<file path="config.mk">
export PLATFORM = sky130hd
export DESIGN_NAME = alu_muldiv_seq_flat
export DESIGN_NICKNAME = d
export VERILOG_FILES = /design/src/rtl/alu_muldiv_seq_if.sv /design/src/rtl/alu_muldiv_seq.sv /design/src/flat_wrapper.sv
export SDC_FILE = /design/constraint.sdc
export NUM_CORES = 1
export LEC_CHECK = 0
export CORE_ASPECT_RATIO = 0.7
export CORE_MARGIN = 2
export CORE_UTILIZATION = 45
export CTS_CLUSTER_DIAMETER = 30
export DETAILED_ROUTE_END_ITERATION = 6
export DONT_BUFFER_PORTS = 1
export SLEW_MARGIN = 20
export SYNTH_ARGS = -nofsm -noshare
export SYNTH_HDL_FRONTEND = slang
export SYNTH_SLANG_ARGS = --single-unit
export TNS_END_PERCENT = 5
</file>
<file path="constraint.sdc">
create_clock -name clk -period 6.91 [get_ports clk]
set_input_delay 2.073 -clock clk [delete_from_list [all_inputs] [get_ports clk]]
set_output_delay 2.073 -clock clk [all_outputs]
set_load 0.03 [all_outputs]
</file>
<file path="src/rtl/alu_muldiv_seq_if.sv">
// alu_muldiv_seq_if
//   Request/result bundle between the EX stage and the sequential
//   multiply/divide unit.
//   master : EX stage / hazard unit (drives start, op, src_a, src_b, flush)
//   slave  : alu_muldiv_seq (drives busy, done, hi, lo[, div_zero])
//   Build option MULDIV_DIVZERO_EN adds the div_zero result flag.
interface alu_muldiv_seq_if #(
  parameter int WIDTH = 32
);
  logic             start;
  logic [2:0]       op;
  logic [WIDTH-1:0] src_a;
  logic [WIDTH-1:0] src_b;
  logic             flush;
  logic             busy;
  logic             done;
  logic [WIDTH-1:0] hi;
  logic [WIDTH-1:0] lo;
`ifdef MULDIV_DIVZERO_EN
  logic             div_zero;
`endif

  modport master (
    output start, op, src_a, src_b, flush,
    input  busy, done, hi, lo
`ifdef MULDIV_DIVZERO_EN
    , input div_zero
`endif
  );

  modport slave (
    input  start, op, src_a, src_b, flush,
    output busy, done, hi, lo
`ifdef MULDIV_DIVZERO_EN
    , output div_zero
`endif
  );
endinterface

</file>
<file path="src/rtl/alu_muldiv_seq.sv">
// alu_muldiv_seq
//   Radix-2 iterative multiply/divide unit that owns the HI/LO pair.
//   One shift-add (mult) or restoring shift-subtract (div) step per cycle on
//   operand magnitudes, then one FIX cycle applies the sign correction and
//   writes HI/LO. MTHI/MTLO are single-cycle writes with no busy/done.
//   Ports:
//     clk, reset : rising-edge clock, asynchronous active-high reset
//     bus        : alu_muldiv_seq_if.slave
//                  in  start, op[2:0], src_a, src_b, flush
//                  out busy, done, hi, lo[, div_zero]
//   op: 000 MULT, 001 MULTU, 010 DIV, 011 DIVU, 100 MTHI, 101 MTLO, 11x no-op
//   Build option MULDIV_DIVZERO_EN: divide by zero finishes in one cycle and
//   raises div_zero with done; otherwise it runs full latency.
module alu_muldiv_seq #(
  parameter int WIDTH = 32
) (
  input logic             clk,
  input logic             reset,
  alu_muldiv_seq_if.slave bus
);
  localparam int CNT_W = $clog2(WIDTH + 1);

  typedef enum logic [1:0] {S_IDLE, S_ITER, S_FIX, S_DONE} state_e;

  state_e             state_q, state_d;
  logic [CNT_W-1:0]   cnt_q, cnt_d;
  logic [WIDTH-1:0]   mc_q, mc_d;      // multiplicand or divisor magnitude
  logic [2*WIDTH-1:0] p_q, p_d;        // {acc/rem, multiplier/dividend->quotient}
  logic               sa_q, sa_d, sb_q, sb_d;
  logic               div_q, div_d;
  logic               dz_q, dz_d;
  logic [WIDTH-1:0]   hi_q, hi_d, lo_q, lo_d;
  logic               busy_q, busy_d, done_q, done_d;
`ifdef MULDIV_DIVZERO_EN
  logic               divz_q, divz_d;
`endif

  // operand magnitudes for the incoming request
  logic             op_signed;
  logic [WIDTH-1:0] a_abs, b_abs;
  assign op_signed = ~bus.op[0];
  assign a_abs = (op_signed && bus.src_a[WIDTH-1]) ? -bus.src_a : bus.src_a;
  assign b_abs = (op_signed && bus.src_b[WIDTH-1]) ? -bus.src_b : bus.src_b;

  // multiply step: add multiplicand into upper half when LSB set, shift right
  logic [WIDTH:0] mul_sum;
  assign mul_sum = {1'b0, p_q[2*WIDTH-1:WIDTH]} +
                   (p_q[0] ? {1'b0, mc_q} : {(WIDTH+1){1'b0}});

  // divide step: shift next dividend bit into remainder, trial subtract.
  // rem < divisor keeps rem_sh within WIDTH+1 bits, so diff[WIDTH] is the borrow.
  logic [WIDTH:0] rem_sh, div_diff;
  assign rem_sh   = {p_q[2*WIDTH-1:WIDTH], p_q[WIDTH-1]};
  assign div_diff = rem_sh - {1'b0, mc_q};

  // sign fix-up of the magnitude result
  logic [2*WIDTH-1:0] mul_res;
  logic [WIDTH-1:0]   quo, rem, fix_hi, fix_lo;
  assign mul_res = (sa_q ^ sb_q) ? -p_q : p_q;
  assign quo     = p_q[WIDTH-1:0];
  assign rem     = p_q[2*WIDTH-1:WIDTH];
  // with a zero divisor the remainder ends as |dividend|, so the dividend
  // sign restores src_a; the quotient is forced to all ones.
  assign fix_lo  = div_q ? (dz_q ? {WIDTH{1'b1}} : ((sa_q ^ sb_q) ? -quo : quo))
                         : mul_res[WIDTH-1:0];
  assign fix_hi  = div_q ? (sa_q ? -rem : rem) : mul_res[2*WIDTH-1:WIDTH];

  always_comb begin
    state_d = state_q;
    cnt_d   = cnt_q;
    mc_d    = mc_q;
    p_d     = p_q;
    sa_d    = sa_q;
    sb_d    = sb_q;
    div_d   = div_q;
    dz_d    = dz_q;
    hi_d    = hi_q;
    lo_d    = lo_q;
`ifdef MULDIV_DIVZERO_EN
    divz_d  = 1'b0;
`endif
    case (state_q)
      S_IDLE, S_DONE: begin
        state_d = S_IDLE;
        if (bus.start) begin
          if (!bus.op[2]) begin
            div_d   = bus.op[1];
            sa_d    = op_signed & bus.src_a[WIDTH-1];
            sb_d    = op_signed & bus.src_b[WIDTH-1];
            dz_d    = (bus.src_b == '0);
            mc_d    = bus.op[1] ? b_abs : a_abs;
            p_d     = bus.op[1] ? {{WIDTH{1'b0}}, a_abs} : {{WIDTH{1'b0}}, b_abs};
            cnt_d   = CNT_W'(WIDTH);
            state_d = S_ITER;
`ifdef MULDIV_DIVZERO_EN
            if (bus.op[1] && bus.src_b == '0) begin
              state_d = S_DONE;
              hi_d    = bus.src_a;
              lo_d    = {WIDTH{1'b1}};
              divz_d  = 1'b1;
            end
`endif
          end else if (!bus.op[1]) begin
            if (bus.op[0]) lo_d = bus.src_a;
            else           hi_d = bus.src_a;
          end
        end
      end
      S_ITER: begin
        if (div_q) begin
          if (!div_diff[WIDTH]) p_d = {div_diff[WIDTH-1:0], p_q[WIDTH-2:0], 1'b1};
          else                  p_d = {rem_sh[WIDTH-1:0],   p_q[WIDTH-2:0], 1'b0};
        end else begin
          p_d = {mul_sum, p_q[WIDTH-1:1]};
        end
        cnt_d = cnt_q - CNT_W'(1);
        if (cnt_q == CNT_W'(1)) state_d = S_FIX;
      end
      S_FIX: begin
        state_d = S_DONE;
        hi_d    = fix_hi;
        lo_d    = fix_lo;
      end
      default: state_d = S_IDLE;
    endcase
    // squash wins over everything, including a same-cycle start or MTHI/MTLO
    if (bus.flush) begin
      state_d = S_IDLE;
      hi_d    = hi_q;
      lo_d    = lo_q;
`ifdef MULDIV_DIVZERO_EN
      divz_d  = 1'b0;
`endif
    end
    busy_d = (state_d == S_ITER) || (state_d == S_FIX);
    done_d = (state_d == S_DONE);
  end

  always_ff @(posedge clk or posedge reset) begin
    if (reset) begin
      state_q <= S_IDLE;
      cnt_q   <= '0;
      mc_q    <= '0;
      p_q     <= '0;
      sa_q    <= 1'b0;
      sb_q    <= 1'b0;
      div_q   <= 1'b0;
      dz_q    <= 1'b0;
      hi_q    <= '0;
      lo_q    <= '0;
      busy_q  <= 1'b0;
      done_q  <= 1'b0;
`ifdef MULDIV_DIVZERO_EN
      divz_q  <= 1'b0;
`endif
    end else begin
      state_q <= state_d;
      cnt_q   <= cnt_d;
      mc_q    <= mc_d;
      p_q     <= p_d;
      sa_q    <= sa_d;
      sb_q    <= sb_d;
      div_q   <= div_d;
      dz_q    <= dz_d;
      hi_q    <= hi_d;
      lo_q    <= lo_d;
      busy_q  <= busy_d;
      done_q  <= done_d;
`ifdef MULDIV_DIVZERO_EN
      divz_q  <= divz_d;
`endif
    end
  end

  assign bus.busy = busy_q;
  assign bus.done = done_q;
  assign bus.hi   = hi_q;
  assign bus.lo   = lo_q;
`ifdef MULDIV_DIVZERO_EN
  assign bus.div_zero = divz_q;
`endif
endmodule
</file>
<file path="src/flat_wrapper.sv">
// flat-port wrapper written by rule: the top's interface ports become plain ports
module alu_muldiv_seq_flat 
#(
  parameter int WIDTH = 32
)
  (clk, reset, bus_start, bus_op, bus_src_a, bus_src_b, bus_flush, bus_busy, bus_done, bus_hi, bus_lo);
  alu_muldiv_seq_if #(.WIDTH(WIDTH)) bus_i ();
  input logic clk;
  input logic reset;
  input wire logic [$bits(bus_i.start)-1:0] bus_start;
  input wire logic [$bits(bus_i.op)-1:0] bus_op;
  input wire logic [$bits(bus_i.src_a)-1:0] bus_src_a;
  input wire logic [$bits(bus_i.src_b)-1:0] bus_src_b;
  input wire logic [$bits(bus_i.flush)-1:0] bus_flush;
  output wire logic [$bits(bus_i.busy)-1:0] bus_busy;
  output wire logic [$bits(bus_i.done)-1:0] bus_done;
  output wire logic [$bits(bus_i.hi)-1:0] bus_hi;
  output wire logic [$bits(bus_i.lo)-1:0] bus_lo;
  assign bus_i.start = bus_start;
  assign bus_i.op = bus_op;
  assign bus_i.src_a = bus_src_a;
  assign bus_i.src_b = bus_src_b;
  assign bus_i.flush = bus_flush;
  assign bus_busy = bus_i.busy;
  assign bus_done = bus_i.done;
  assign bus_hi = bus_i.hi;
  assign bus_lo = bus_i.lo;
  alu_muldiv_seq #(.WIDTH(WIDTH)) u_core (.clk(clk), .reset(reset), .bus(bus_i));
endmodule
</file>
Word level (Yosys, flattened, before mapping)
Index checks and enable logic that the tools add are counted.

word-level totals
  register bits = 174
  input bits = 71
  output and inout bits = 66
  logic and storage cells = 85

cells by class
  add/sub/neg operators = 8
  equality and inequality tests = 13
  mux-type cells = 34
  bitwise logic cells = 6
  reduce and logical (&&, ||, !) cells = 12

operators by type and width
  cell                 count
  $mux 32              18
  $mux 64              5
  $neg 32->32          4
  $pmux 32 s2          2
  $pmux 64 s2          1
  $neg 64->64          1
  $add 32x33->33       1
  $sub 33x32->33       1
  $logic_not 32->1     1
  $mux 6               2
  $ne 2x2->1 const B   6
  $pmux 6 s2           1
  $reduce_and 6->1     2
  $eq 2x2->1 const B   4
  $eq 6x1->1 const B   1
  $mux 2               3
  $pmux 2 s3           1
  $reduce_and 3->1     2
  $sub 6x1->6 const B  1
  $eq 2x1->1 const B   2
  $reduce_bool 2->1    2
  $not 1->1            3
  $and 1x1->1          2
  $logic_and 1x1->1    2
  other kinds (5)      5

Logic depth before layout (Yosys ltp)
  depth after elaboration = 7
  mapped depth = 15

Worst setup path after synthesis
No wires, ideal clock.

  kind = input-to-reg
  from = in bus_src_b[0]
  to = reg u_core.mc_q[28]
  data arrival time = 4614 ps
  slack = 2163 ps
  stages on the path = 13
  cells stage by stage = inv_1 > ha_1 > or3b_2 > or4b_2 > nor2_1 > and2_1 > clkbuf_1 > nand2_1 > o31ai_1 > xor2_1 > a21oi_1 > o21ai_0 > o21ai_0

between the ends
  word-level cells in the longest chain between the ends = 3

ends and longest elaborated chain
  item                  RTL line               RTL
  from (decl)           flat_wrapper.sv:13     input wire logic [$bits(bus_i.src_b)-1:0] bus_src_b;
  $neg 32->32           alu_muldiv_seq.sv:43   assign b_abs = (op_signed && bus.src_b[WIDTH-1]) ? -bus.src_b : bus.src_b;
  $mux 32               alu_muldiv_seq.sv:43
  $mux 32               alu_muldiv_seq.sv:91   mc_d = bus.op[1] ? b_abs : a_abs;
  to (signal assigned)  alu_muldiv_seq.sv:159  mc_q <= mc_d;
  to (decl)             alu_muldiv_seq.sv:27   logic [WIDTH-1:0] mc_q, mc_d;

Every way passes these cells.
A chain may end at the register's enable or synchronous reset.

Worst setup path after layout
  from = reg u_core.p_q[31]
  to = reg u_core.p_q[41]

between the ends
  word-level cells in the longest chain between the ends = 4

ends and longest elaborated chain
  item                    RTL line               RTL
  from (decl)             alu_muldiv_seq.sv:28   logic [2*WIDTH-1:0] p_q, p_d;
  from (signal assigned)  alu_muldiv_seq.sv:160  p_q <= p_d;
  $sub 33x32->33          alu_muldiv_seq.sv:54   assign div_diff = rem_sh - {1'b0, mc_q};
  $mux 64                 alu_muldiv_seq.sv:111  if (!div_diff[WIDTH]) p_d = {div_diff[WIDTH-1:0], p_q[WIDTH-2:0], 1'b1};
  $mux 64                 alu_muldiv_seq.sv:110  if (div_q) begin
  $pmux 64 s2             alu_muldiv_seq.sv:82   case (state_q)

Every way passes these cells.

==> results by group <==
Synthesis
  – Mapped Nets: 2,015
  – Post-synthesis register bit count: 174
  – Syn Area/Cell: 7.855 um^2
  – Synth Instances: 1,869
  – Post-synth EDFFs: 0
  – Synth Flop Type: dfrtp_1
  – Sequential share of the synthesized area: 0.2966
  – Synth cell types: between 70 and 80
  – FFs w/ async S/R, synth: 1.000
  – Synth warnings: 0
  – Post-Syn Area: 0.01468 mm^2

Floorplan
  – Row cnt: 55
  – Die Width: 219.9 um
  – Core Area: 0.03221 mm^2
  – Die extent in y: 155.1 um
  – Initial core utilization: 0.4559
  – Io pins: 137
  – Die area: 0.03411 mm^2

Timing
  – Period utilization: 0.6805
  – FMAX: 0.2127 GHz
  – Final hold violation count: 0
  – Period minus WS final: 4702 ps
  – Setup violations, final: 0
  – RSZ-0062 raised after global routing: false
  – Clk_skew: 10.69 ps
  – Slew @ Worst Pin: 995.4 ps
  – Setup tns final: 0 ps
  – Final Max Tran Viols: 0
  – Relative slew slack: 0.3364

Worst setup path
  – WP depth: 15
  – Worst Path Arrival: 5050 ps
  – Req. time, crit path: 7260 ps
  – Critical-path top delay cell: o41ai_1
  – Crit. End Element: flip-flop
  – Cell Chain, Critical Path: inv_1, ha_1, fa_1, nor2b_1, o31a_1, o41ai_1, o21ai_0, buf_4, a31o_2, nand4_1, o311a_2, buf_4, mux2i_1, a21oi_1, a21o_1
  – Worst Path Buf+Inv: 3
  – Maximum fanout along the worst path: 30
  – Top Family by Delay on Critical Path: compound AO/OA/AOI/OAI gates
  – Crit path kind: reg2reg
  – Max stage delay on crit path: a little under 800 ps
  – Most common cell on crit path: buf_4
  – R2R depth: 15
  – Startpoint types: flip-flop

Layout
  – Commonest non-fill, non-tap cells in the layout: 197 x nor2_1, 193 x nand2_1, 189 x o21ai_0, 173 x dfrtp_1, 159 x a21oi_1
  – Synth-to-layout area growth: 6.196%
  – FF+latch area: around 0.0044 mm^2
  – Nets@finish: between 1,500 and 2,000
  – Footprint of the multi-input gates: 0.009673 mm^2
  – Diode count: 0
  – Share of layout cells above drive strength 1: 0.05611
  – Commonest non-fill, non-tap cell in the layout: nor2_1
  – # fillers: 3,231

Clock network
  – TritonCTS Sinks: 174
  – CTS Buffer Depth: 2
  – Post-CTS Setup Bufs: 0
  – CTS tree: done
  – TritonCTS Buffers: 17
  – Root buffer cell: clkbuf_16
  – Later-pin clock latency in the skew report: 460 ps
  – H-tree depth: 4
  – # resized after CTS: 0
  – CTS Hold Bufs: 0
  – Clock slew seen by the registers of the worst setup and hold paths: 70 ps

Hold path
  – Hold Crit Class: reg2reg
  – Min-Delay Path Depth: 2

Status
  – Failing checks: DRC
  – Status: finished, violations left

Global route
  – Initial antenna violation count: 0
  – Gr busiest metal: met1
  – Vias in the first global route: 12,540
  – GRT met1 Usage: 0.5079
  – Largest net degree at the start of global routing: 108
  – Met3 usage: 0.1200
  – Gr ovfl total: 0
  – GRT Util Overall: 0.3183
  – Met2 Usage GRT: 0.3922
  – First-pass GRT wire length: about 81,000 um

Detailed routing
  – Vias per Instance: 6.332
  – WL/cell: 24.32 um
  – DRT iter0 DRCs: 1,827
  – Antenna viol nets, final: 0
  – Via count: ~14,000
  – Total wire length: between 50,000 and 60,000 um
  – TritonRoute pass-1 iters: 7
  – Residual DRC: 2

Power
  – Tot Pwr: 4.025 mW
  – Max IR drop VDD: ~0.00017 V
  – Power per cell area: 258.2 mW/mm^2
  – Leak Pwr: 6.664 nW

Place
  – I/O Buffers: 0
  – DP Wirelength: 42,160 um
  – RD Place Congestion: 0.9720

Run
  – MaxCap Viol Count: 0
## area by class of cell
class,instances,area share
timing repair buffer,24,0.01156
multi-input combinational,1517,0.6204
clock inverter,13,0.008426
tap,427,0.03427
sequential,174,0.2794
inverter,71,0.01757
clock buffer,19,0.02841
## worst paths after layout
kind | start | end | slack (ps)
setup / recovery | u_core.p_q[31]$_DFFE_PP0P_ | u_core.p_q[41]$_DFFE_PP0P_ | 2210
hold / removal | u_core.mc_q[26]$_DFFE_PP0P_ | u_core.mc_q[26]$_DFFE_PP0P_ | 490
setup reg to reg | u_core.p_q[31]$_DFFE_PP0P_ | u_core.p_q[41]$_DFFE_PP0P_ | 2210
hold reg to reg | u_core.mc_q[26]$_DFFE_PP0P_ | u_core.mc_q[26]$_DFFE_PP0P_ | 490
max in group asynchronous | reset | u_core.div_q$_DFFE_PP0P_ | 4190
min in group asynchronous | reset | u_core.bus.lo[14]$_DFFE_PP0P_ | 1610
## cells by family (layout without fill, tap and decap cells)
group | Yosys count | count (layout) | share of synthesized area
muxes | 67 | 67 | 0.04713
buffers and inverters | 178 | 127 | 0.04653
adders and majority gates | 75 | 75 | 0.06494
AOI/OAI and AO/OA | 613 | 613 | 0.2577
DFF | 174 | 174 | 0.2966
xor gates and xnor gates | 176 | 176 | 0.1050
and+or+nand+nor | 586 | 586 | 0.1821
## metrics by stage
step           area [um^2]  cells  setup slack, ps  hold WS (ps)  utilization
6_report             15590   2245             2208         488.5       0.4841
5_1_grt              15590   2245             1981         509.3       0.4841
4_1_cts              15590   2245             2239         484.9       0.4840
3_5_place_dp         15010   2213             1898         470.2       0.4662
3_3_place_gp         15010   2213             1907         466.8       0.4660
2_1_floorplan        14680   1869            120.2         443.1            -
## cell usage after synthesis, types with 11 or more instances
cell,count,area share
nor2_1,199,0.051
nand2_1,193,0.049
o21ai_0,190,0.065
dfrtp_1,174,0.30
a21oi_1,160,0.055
xnor2_1,99,0.059
clkbuf_1,89,0.023
xor2_1,77,0.046
ha_1,73,0.062
inv_1,69,0.018
mux2i_1,50,0.034
nor3_1,47,0.016
a211oi_1,40,0.020
a21o_1,36,0.018
o22ai_1,34,0.014
nand3_1,28,0.0095
a22oi_1,20,0.010
o211ai_1,18,0.0092
mux2_2,17,0.013
nor2b_1,16,0.0068
o31ai_1,16,0.0082
or3_1,15,0.0064
a31oi_1,14,0.0060
o41ai_1,14,0.0084
and2_1,12,0.0051
nand2b_1,12,0.0051
nor4_1,12,0.0051
buf_1,11,0.0028
## layer usage
metal | vias to the layer above | part of all wire
met5 | - | 0
met4 | 0 | 0.016
met3 | 52 | 0.14
met2 | 719 | 0.37
met1 | 6836 | 0.47
li1 | 6608 | -
## tightest hold or removal path, stage by stage (launching register included)
cell     delay [ps]
dfrtp_1         350
nand2_1          50
o21ai_0          60
## flip-flops by register name (all words and copies together) (netlist names)
| signal | count |
|---|---|
| u_core.p_q | 64 |
| u_core.bus.hi | 32 |
| u_core.bus.lo | 32 |
| u_core.mc_q | 32 |
| u_core.cnt_q | 6 |
| u_core.state_q | 2 |
| u_core.bus.busy | 1 |
| u_core.bus.done | 1 |
| u_core.div_q | 1 |
| u_core.dz_q | 1 |
| u_core.sa_q | 1 |
| u_core.sb_q | 1 |
## report_power, final
part / internal (mW) / total (mW) / switching (mW)
logic: 0.550 / 1.39 / 0.839
clock network: 0.513 / 0.988 / 0.474
registers: 1.21 / 1.65 / 0.443
total: 2.27 / 4.03 / 1.76
(Power assumes the default switching activity.)
==> variant (same settings) <==
`WIDTH` is set to 32 in 3 places; all go to 16.
--- a/src/rtl/alu_muldiv_seq_if.sv
+++ b/src/rtl/alu_muldiv_seq_if.sv
@@ -5,7 +5,7 @@
 //   slave  : alu_muldiv_seq (drives busy, done, hi, lo[, div_zero])
 //   Build option MULDIV_DIVZERO_EN adds the div_zero result flag.
 interface alu_muldiv_seq_if #(
-  parameter int WIDTH = 32
+  parameter int WIDTH = 16
 );
   logic             start;
   logic [2:0]       op;
--- a/src/rtl/alu_muldiv_seq.sv
+++ b/src/rtl/alu_muldiv_seq.sv
@@ -12,7 +12,7 @@
 //   Build option MULDIV_DIVZERO_EN: divide by zero finishes in one cycle and
 //   raises div_zero with done; otherwise it runs full latency.
 module alu_muldiv_seq #(
-  parameter int WIDTH = 32
+  parameter int WIDTH = 16
 ) (
   input logic             clk,
   input logic             reset,
--- a/src/flat_wrapper.sv
+++ b/src/flat_wrapper.sv
@@ -1,7 +1,7 @@
 // flat-port wrapper written by rule: the top's interface ports become plain ports
 module alu_muldiv_seq_flat 
 #(
-  parameter int WIDTH = 32
+  parameter int WIDTH = 16
 )
   (clk, reset, bus_start, bus_op, bus_src_a, bus_src_b, bus_flush, bus_busy, bus_done, bus_hi, bus_lo);
   alu_muldiv_seq_if #(.WIDTH(WIDTH)) bus_i ();
Ports: changed (resized bus_hi, bus_lo, bus_src_a and bus_src_b); port bits go from 137 to 73. No check against the original RTL was run, so the function may have changed too.
==> variant against the original RTL <==
- fmax is 19% higher
- largest cell class unchanged
- worst setup slack improved by 740 ps
- largest power group unchanged
- synthesized cell count fell by 47%
- total power is 50% lower
- highest routed layer unchanged
- design area decreased by 47%
- synthesized area decreased by 46%
- sequential cell count is 81 lower
- routed wire length shrank 54%
- register-to-register slack better by 960 ps
==> variant: results (changes against the original RTL) <==
[synthesis]
synthTopCellsByArea=dfrtp_1, ha_1, o21ai_0, a21oi_1, nand2_1
synth_cell_types=71  ; -1.4%
ys.flop_type=dfrtp_1
syn_nets=1066  ; -47%
avgSynthCellArea_um2=8.059  ; +2.6%
synth_common_cells=nand2_1, nor2_1, dfrtp_1
synth-seq-area-share_pct=29.35  ; -0.31 points

[cells_and_area]
fillers=1698  ; -47%
drive_above_1_share_pct=6.513  ; +0.90 points
fin_nets=1029  ; -47%
largest_register_ffs=32  ; -50%
diodes=0  ; unchanged

[drt]
drt_iter0_drc=929  ; -49%
drt_pass1_iterations=5  ; -2
wirelength_um=25000  ; -54%
via_per_inst=6.121  ; -3.3%
vias=7241  ; -49%

[place]
preCtsSetupSlack_ps=2662  ; +764.8 ps
dp_hpwl_um=19140  ; -55%
gp_congestion=0.9038  ; -7.0%
io_buffers=0  ; unchanged

[sta]
skew_ps=10.49  ; -0.1955 ps
finalWorstSetupSlack_ps=2946  ; +737.8 ps
worstMarginPinSlew_ps=1097  ; +101.3 ps

[cts]
clk_latency_ps=350  ; -110 ps
cts_max_level=3  ; -1
numCtsBuffers=9  ; -8

[setup_path]
critPathMaxStageDelay_ps=700  ; -80 ps
rrSetupSlack_ps=3170  ; +960 ps
worstPathArrival_ps=4250  ; -800 ps
r2r-start=u_core.p_q[0]
r2r-end=u_core.p_q[29]
worstSetupEndpoint=u_core.bus.lo[7]
reg2reg_depth=10  ; -5
worstPathMaxFanout=55  ; +83%
crit_path_start=bus_op[1]

[pwr]
p_sw_uw=844.7  ; -52%
ir_drop_mv=0.1123  ; -33%
swShare_pct=42.00  ; -1.6 points
p_leak_nw=3.541  ; -47%
pg_clk_uw=486  ; -51%

[run_status]
outcome=completed

[grt]
grt_pass1_vias=6617  ; -47%
grt.total_usage_pct=27.47  ; -4.4 points
antenna_found_initial=0  ; unchanged
grt_pass1_wl_um=39460  ; -51%

[hold_path]
hold-path-endpoint=u_core.mc_q[6]
hp-start=u_core.mc_q[6]

[variant: changes by cell type in the layout (fill, tap and decap cells not counted), moves of 30 or more]
cell     delta
nor2_1    -102
o21ai_0   -102
nand2_1    -96
dfrtp_1    -80
a21oi_1    -77
xnor2_1    -59
xor2_1     -36
mux2i_1    -32
ha_1       -31
nor3_1     -30
[variant: final cells by class]
cell class / count / area share, %
inverters: 45 / 2.057
flip-flops and latches: 93 / 27.93
multi-input cells: 788 / 62.32
well taps: 231 / 3.469
clock inverters: 6 / 0.5707
clock buffers: 10 / 2.748
repair buffers: 10 / 0.9010
[variant: cell families after synthesis]
family / Yosys count / synth area share (%)
AND/OR/NAND/NOR: 308 / 18.82
AO/OA/AOI/OAI: 326 / 26.36
buffers and inverters: 103 / 5.364
XOR/XNOR: 82 / 9.293
flip-flops: 93 / 29.35
multiplexers: 29 / 3.834
adder cells (fa/ha/maj): 43 / 6.974
[variant: stage by stage]
step           hold slack, ps  instance area, um2
4_1_cts                 486.4                8324
5_1_grt                 523.4                8332
3_3_place_gp            456.3                8048
6_report                486.7                8332
2_1_floorplan           438.7                7930
3_5_place_dp            470.4                8048
[variant: per-layer routing]
| layer | up-vias | track usage (%) | wire length [um] | part of all wire, % |
|---|---|---|---|---|
| met5 | - | 0 | 0 | 0 |
| met4 | 0 | 3.835 | 160 | 0.64 |
| met3 | 13 | 7.756 | 3005 | 12 |
| met2 | 318 | 36.20 | 9322 | 37 |
| met1 | 3423 | 44.25 | 12510 | 50 |
| li1 | 3487 | - | - | - |
[variant: critical path, delay by kind of cell]
| family | cells | cell delay, ps |
|---|---|---|
| buffers and inverters | 1 | 300 |
| AND/OR/NAND/NOR | 2 | 830 |
| AO/OA/AOI/OAI | 3 | 1030 |
